`src/rtl/bist_response_analyzer.sv`:
```
`default_nettype none
// ============================================================================
// Module   : bist_response_analyzer
// Brief    : Compacts N_VEC CUT response bits into a SISR and checks the
//            final signature against GOLDEN.
// Revision : 1.0 - initial release
// ============================================================================
module bist_response_analyzer #(
  parameter int              SIG_W  = 16,
  parameter logic [SIG_W-1:0] POLY   = 16'h1021,
  parameter logic [SIG_W-1:0] SEED   = '0,
  parameter int              N_VEC  = 4,
  parameter logic [SIG_W-1:0] GOLDEN = '0
) (
  input  logic             CP,
  input  logic             rst_n,
  input  logic             start,
  input  logic             z,
  input  logic             valid,
  output logic             busy,
  output logic             done,
  output logic             pass,
  output logic [SIG_W-1:0] signature
);

  localparam int                 c_CNT_W = $clog2(N_VEC + 1);
  localparam logic [c_CNT_W-1:0] c_LAST  = c_CNT_W'(N_VEC - 1);
  localparam logic [c_CNT_W-1:0] c_ONE   = c_CNT_W'(1);

  typedef enum logic [1:0] {
    S_IDLE    = 2'd0,
    S_COMPACT = 2'd1,
    S_COMPARE = 2'd2,
    S_DONE    = 2'd3
  } state_t;

  state_t             r_state, w_state_nxt;
  logic [SIG_W-1:0]   r_sig, w_sig_nxt;
  logic [c_CNT_W-1:0] r_count, w_count_nxt;
  logic               r_cmp_stage, w_cmp_stage_nxt;
  logic               r_match, w_match_nxt;
  logic               r_done, w_done_nxt;
  logic               r_pass, w_pass_nxt;
  logic               w_fb;
  logic [SIG_W-1:0]   w_sig_step;

  assign w_fb       = r_sig[SIG_W-1] ^ z;
  assign w_sig_step = {r_sig[SIG_W-2:0], 1'b0} ^ (w_fb ? POLY : '0);

  always_ff @(posedge CP or negedge rst_n) begin
    if (!rst_n) begin
      r_state     <= S_IDLE;
      r_sig       <= SEED;
      r_count     <= '0;
      r_cmp_stage <= 1'b0;
      r_match     <= 1'b0;
      r_done      <= 1'b0;
      r_pass      <= 1'b0;
    end else begin
      r_state     <= w_state_nxt;
      r_sig       <= w_sig_nxt;
      r_count     <= w_count_nxt;
      r_cmp_stage <= w_cmp_stage_nxt;
      r_match     <= w_match_nxt;
      r_done      <= w_done_nxt;
      r_pass      <= w_pass_nxt;
    end
  end

  always_comb begin
    w_state_nxt     = r_state;
    w_sig_nxt       = r_sig;
    w_count_nxt     = r_count;
    w_cmp_stage_nxt = r_cmp_stage;
    w_match_nxt     = r_match;
    w_done_nxt      = r_done;
    w_pass_nxt      = r_pass;
    case (r_state)
      S_IDLE, S_DONE: begin
        // A start wins over a coincident valid: that z is never absorbed.
        if (start) begin
          w_state_nxt = S_COMPACT;
          w_sig_nxt   = SEED;
          w_count_nxt = '0;
          w_done_nxt  = 1'b0;
          w_pass_nxt  = 1'b0;
        end
      end
      S_COMPACT: begin
        if (valid) begin
          w_sig_nxt   = w_sig_step;
          w_count_nxt = r_count + c_ONE;
          if (r_count == c_LAST) begin
            w_state_nxt     = S_COMPARE;
            w_cmp_stage_nxt = 1'b0;
          end
        end
      end
      S_COMPARE: begin
        // Equality is registered first so the wide compare stays off the
        // done/pass path; the result lands on the second edge.
        if (!r_cmp_stage) begin
          w_match_nxt     = (r_sig == GOLDEN);
          w_cmp_stage_nxt = 1'b1;
        end else begin
          w_state_nxt = S_DONE;
          w_done_nxt  = 1'b1;
          w_pass_nxt  = r_match;
        end
      end
      default: w_state_nxt = S_IDLE;
    endcase
  end

  assign busy      = (r_state == S_COMPACT) || (r_state == S_COMPARE);
  assign done      = r_done;
  assign pass      = r_pass;
  assign signature = r_sig;

endmodule
`default_nettype wire

```
`config.mk`:
```
export PLATFORM = sky130hd
export DESIGN_NAME = bist_response_analyzer
export DESIGN_NICKNAME = d
export VERILOG_FILES = /design/src/rtl/bist_response_analyzer.sv
export SDC_FILE = /design/constraint.sdc
export NUM_CORES = 1
export LEC_CHECK = 0
export ABC_AREA = 1
export BUFFER_PORTS_ARGS = -buffer_cell sky130_fd_sc_hd__buf_2
export CAP_MARGIN = 20
export CORE_ASPECT_RATIO = 0.75
export CORE_MARGIN = 5
export CORE_UTILIZATION = 38
export CTS_CLUSTER_SIZE = 40
export DETAILED_ROUTE_END_ITERATION = 10
export PLACE_DENSITY_LB_ADDON = 0.3
export SLEW_MARGIN = 20
export SYNTH_ARGS = -nofsm -noshare
export SYNTH_HDL_FRONTEND = slang
export SYNTH_SLANG_ARGS = --single-unit
```
`constraint.sdc`:
```
create_clock -name CP -period 2.7 [get_ports CP]
set_input_delay 0.135 -clock CP [delete_from_list [all_inputs] [get_ports CP]]
set_output_delay 0.135 -clock CP [all_outputs]
set_load 0.01 [all_outputs]
```
==> results.env <==
GP_CONGESTION=0.872
SYNTH_TOP_AREA_SHARE_PCT=50.2
TOP_LEVEL_PORT_COUNT=24
PINS_OVER_THEIR_SLEW_LIMIT=0
GRT_MAX_DEGREE=26
ANTENNA_LEFT=0
PWR_DENSITY_CELL_nW_PER_UM2=941
SYN_AREA_PER_CELL_UM2=7.84
FINALSETUPVIOLCOUNT=0
DIODES=0
SYNTH.TOP_CELLS.BY_AREA='dfrtp_1 50%, nand2_1 17%, inv_1 9.0%'
R2R_CELLS=7
R2R-START='r_state[0]'
CORE_AREA_UM2=3220
RUN_STATUS='complete, no violations'
SYNTH_FP_NETS=169
GRT_FIRST_PASS_WIRELENGTH_UM=4490
NUMBER_OF_BUFFERS_INSERTED_DURING_CLOCK_TREE_SYNTHESIS=3
SYN_TO_FINAL_GROWTH_PCT=16.0
DRT_PRE_ANTENNA_ITERS=4
CPPEAKSTAGEDELAY_PS=390
DESIGN_AREA_UM2=1450
TRITONCTS='yes'
FINALWIRELENGTH_UM=2650
CP-ENDPOINT='signature[5]'
SYNTHADDERAREAFRAC_PCT=5.02
CP_DATA_REQUIRED_TIME_PS=2910
SYNTHESIS.INSTANCES=159
COMBINATIONAL_FAMILY_WITH_THE_MOST_AREA_AFTER_SYNTHESIS='simple AND/OR/NAND/NOR gates'
PLACED_CELL_AREA_UM2=1390
LAYOUT_MIN_CYCLE_TIME_PS=1770
VIAS_IN_THE_FIRST_GLOBAL_ROUTE=1008
INSERTION_DELAY_PS=270
GLOBAL_ROUTE.USAGE.MET1_PCT=15.3
SYNTH.LIB_CELLS_USED.DISTINCT=16
ROUTE.VIAS.TOTAL=1022
CLOCK-SINKS=25
CRIT_ARRIVAL_PS=1980
MOSTFREQUENTLAYOUTCELL='nand2_1'
WORST_IR_DROP_VDD_mV=0.343
WIDTH_OF_THE_DIE_UM=76.1
WORSTREG2REGEND='signature[5]'
NETLIST.TOP_CELL.BY_AREA='dfrtp_1'
INITIALDRTVIOLATIONCOUNT=34
PORT_BUFFERS=23
HTREE_NUM_LEVELS=1
GRT_MOST_USED_LAYER='met2'
RSZ0062_AT_GRT='false'
CRITICAL_PATH.SLOWEST_CELL='dfrtp_1'
SLEW_HEADROOM_PCT=63.6
DESIGN.FINAL.NETS=195
TIMING.SETUP.TNS_PS=0
CRIT_PATH_MAX_FANOUT=20
CP-STARTPOINT='r_state[0]'
POST_CTS.REPAIR.SETUP_BUFFERS=0
TIMING_WORST_SLEW_PIN_VALUE_PS=545
DIEHEIGHT_UM=59.6
SETUP.WORST_PATH.END_CLASS='flop'
TIMING.REG2REG.SETUP_SLACK_PS=930
HP-CLASS='in -> reg'
SYNTHESIS.YOSYS.WARNINGS=0
SYNTH_COMPOUND_GATE_AREA_SHARE_PCT=8.23
TRACK_USAGE_PCT=12.8
MAX_FREQ_GHz=0.563
GRT_UTIL_MET2_PCT=20.1
FINAL_HOLD_VIOL_COUNT=0
ROOT_BUFFER='clkbuf_8'
POST_CTS_CLOCK_SLEW_AT_THE_LAUNCH_AND_CAPTURE_REGISTERS_OF_THE_WORST_SETUP_AND_HOLD_PATHS_PS=90
INITIAL_CORE_UTIL_PCT=38.7
MET3_USAGE_PCT=5.62
FINALCRITPERIODSHARE_PCT=65.7
NUMBER_OF_CORE_ROWS=18
DP_WIRELENGTH_UM=1950
SYNTH_SIMPLE_GATE_AREA_SHARE_PCT=25.5
CATEGORY_OF_THE_CRITICAL_SETUP_TIMING_PATH='reg -> reg'
SYNTHESIS.AREA_UM2=1250
CRIT_PATH_CELL_TRACE='inv_1 -> ha_1 -> nand2_2 -> nand3_2 -> nor2_8 -> nand2_1 -> nand2_1'
GRT_ANTENNA_BEFORE_REPAIR=0
CAP_VIOLATIONS=0
CTSLONGESTPATHBUFFERS=2
OVERFLOW=0
CRIT_PATH_LAUNCH_TYPE='flop'
VIAS_PER_CELL=4.56
WIRE_PER_INST_UM=11.8
AREA_OF_THE_DIE_UM2=4540
DRC=0
TIMING.CRITICAL_PATH.MODE_CELL='nand2_1'
POST_CTS.RESIZED_INSTANCES=0
YS_SEQ_AREA_SHARE_PCT=50.2
SYNTH_XOR_AREA_SHARE_PCT=0
STATIC_LEAKAGE_nW=0.807
YOSYS-MUX-AREA-FRACTION_PCT=0
YS_FF_LATCH=25
WORST_CLOCK_SKEW_PS=5.63
LAYOUT.CELLS.MOST_COMMON_LIST='55 x nand2_1, 30 x inv_1, 25 x dfrtp_1'
LAYOUT-DRIVE-GT1-SHARE_PCT=16.3
-- metrics by stage --
step                hold slack (ps)  utilization [%]  power (mW)  setup WS [ps]  instances
CTS                             199             44.9        1.37            925        224
global placement                160             43.2        1.12           1050        219
detailed placement              167             43.2        1.15            937        219
global route                    258             44.9        1.49            760        224
finish                          199             44.9        1.36            925        224
floorplan                      -161                -        1.01           1360        159
-- per-layer routing --
metal / wire length (µm) / part of all wire, % / vias up
met5: 0 / 0 / -
met4: 33 / 1.2 / 0
met3: 180 / 6.8 / 4
met2: 1180 / 45 / 29
met1: 1250 / 47 / 459
li1: - / - / 530
-- how the worst min path moves through the flow --
stage	from	end	slack, ps	cells past startpoint
finish	valid	r_cmp_stage	200	5
floorplan	rst_n	done	-160	0
global route	valid	r_cmp_stage	260	4
detailed placement	rst_n	signature[2]	170	1
CTS	valid	r_cmp_stage	200	5
global placement	rst_n	r_state[0]	160	1
-- cell type report --
cell class	instances	area [µm²]
clock buffers	4	45.0
fillers	325	1780
inverters	31	116
multi-input cells	100	483
flip-flops and latches	25	626
well taps	40	50.0
repair buffers	24	125
-- cell families (layout without fill, tap and decap cells) --
group / Yosys count / count (layout)
DFF: 25 / 25
buffers and inverters: 34 / 59
adders and majority gates: 5 / 5
and+or+nand+nor: 75 / 75
AOI/OAI and AO/OA: 20 / 20
-- registers in the layout, indices dropped and copies added (netlist names) --
| signal | count |
|---|---|
| r_state | 2 |
| r_count | 3 |
| pass | 1 |
| r_match | 1 |
| r_cmp_stage | 1 |
| done | 1 |
| signature | 16 |
-- cell usage after synthesis (all sizes together) --
cell / number
buf: 3
o211ai: 1
ha: 5
nand2: 56
dfrtp: 25
inv: 31
nand3: 9
o21ai: 19
nor2: 9
nor3: 1
-- critical path: cells and delay by family (launching register included) --
| family | cells | cell delay (ps) |
|---|---|---|
| fa+ha+maj | 1 | 350 |
| flops | 1 | 390 |
| buf+inv | 1 | 70 |
| simple gates | 5 | 910 |
-- report_power, final --
part           internal, mW  total (mW)  switching, mW  leakage, nW
Clock                 0.106       0.222          0.117       0.0228
Sequential            0.459       0.523         0.0643        0.334
Combinational         0.196       0.614          0.418        0.450
Total                 0.760        1.36          0.599        0.807
-- repair_timing --
action,CTS,global route
setup endpoints to repair,0,0
hold endpoints to repair,25,0
hold buffers,1,0
Note: power is estimated with default switching activity, not from simulation.
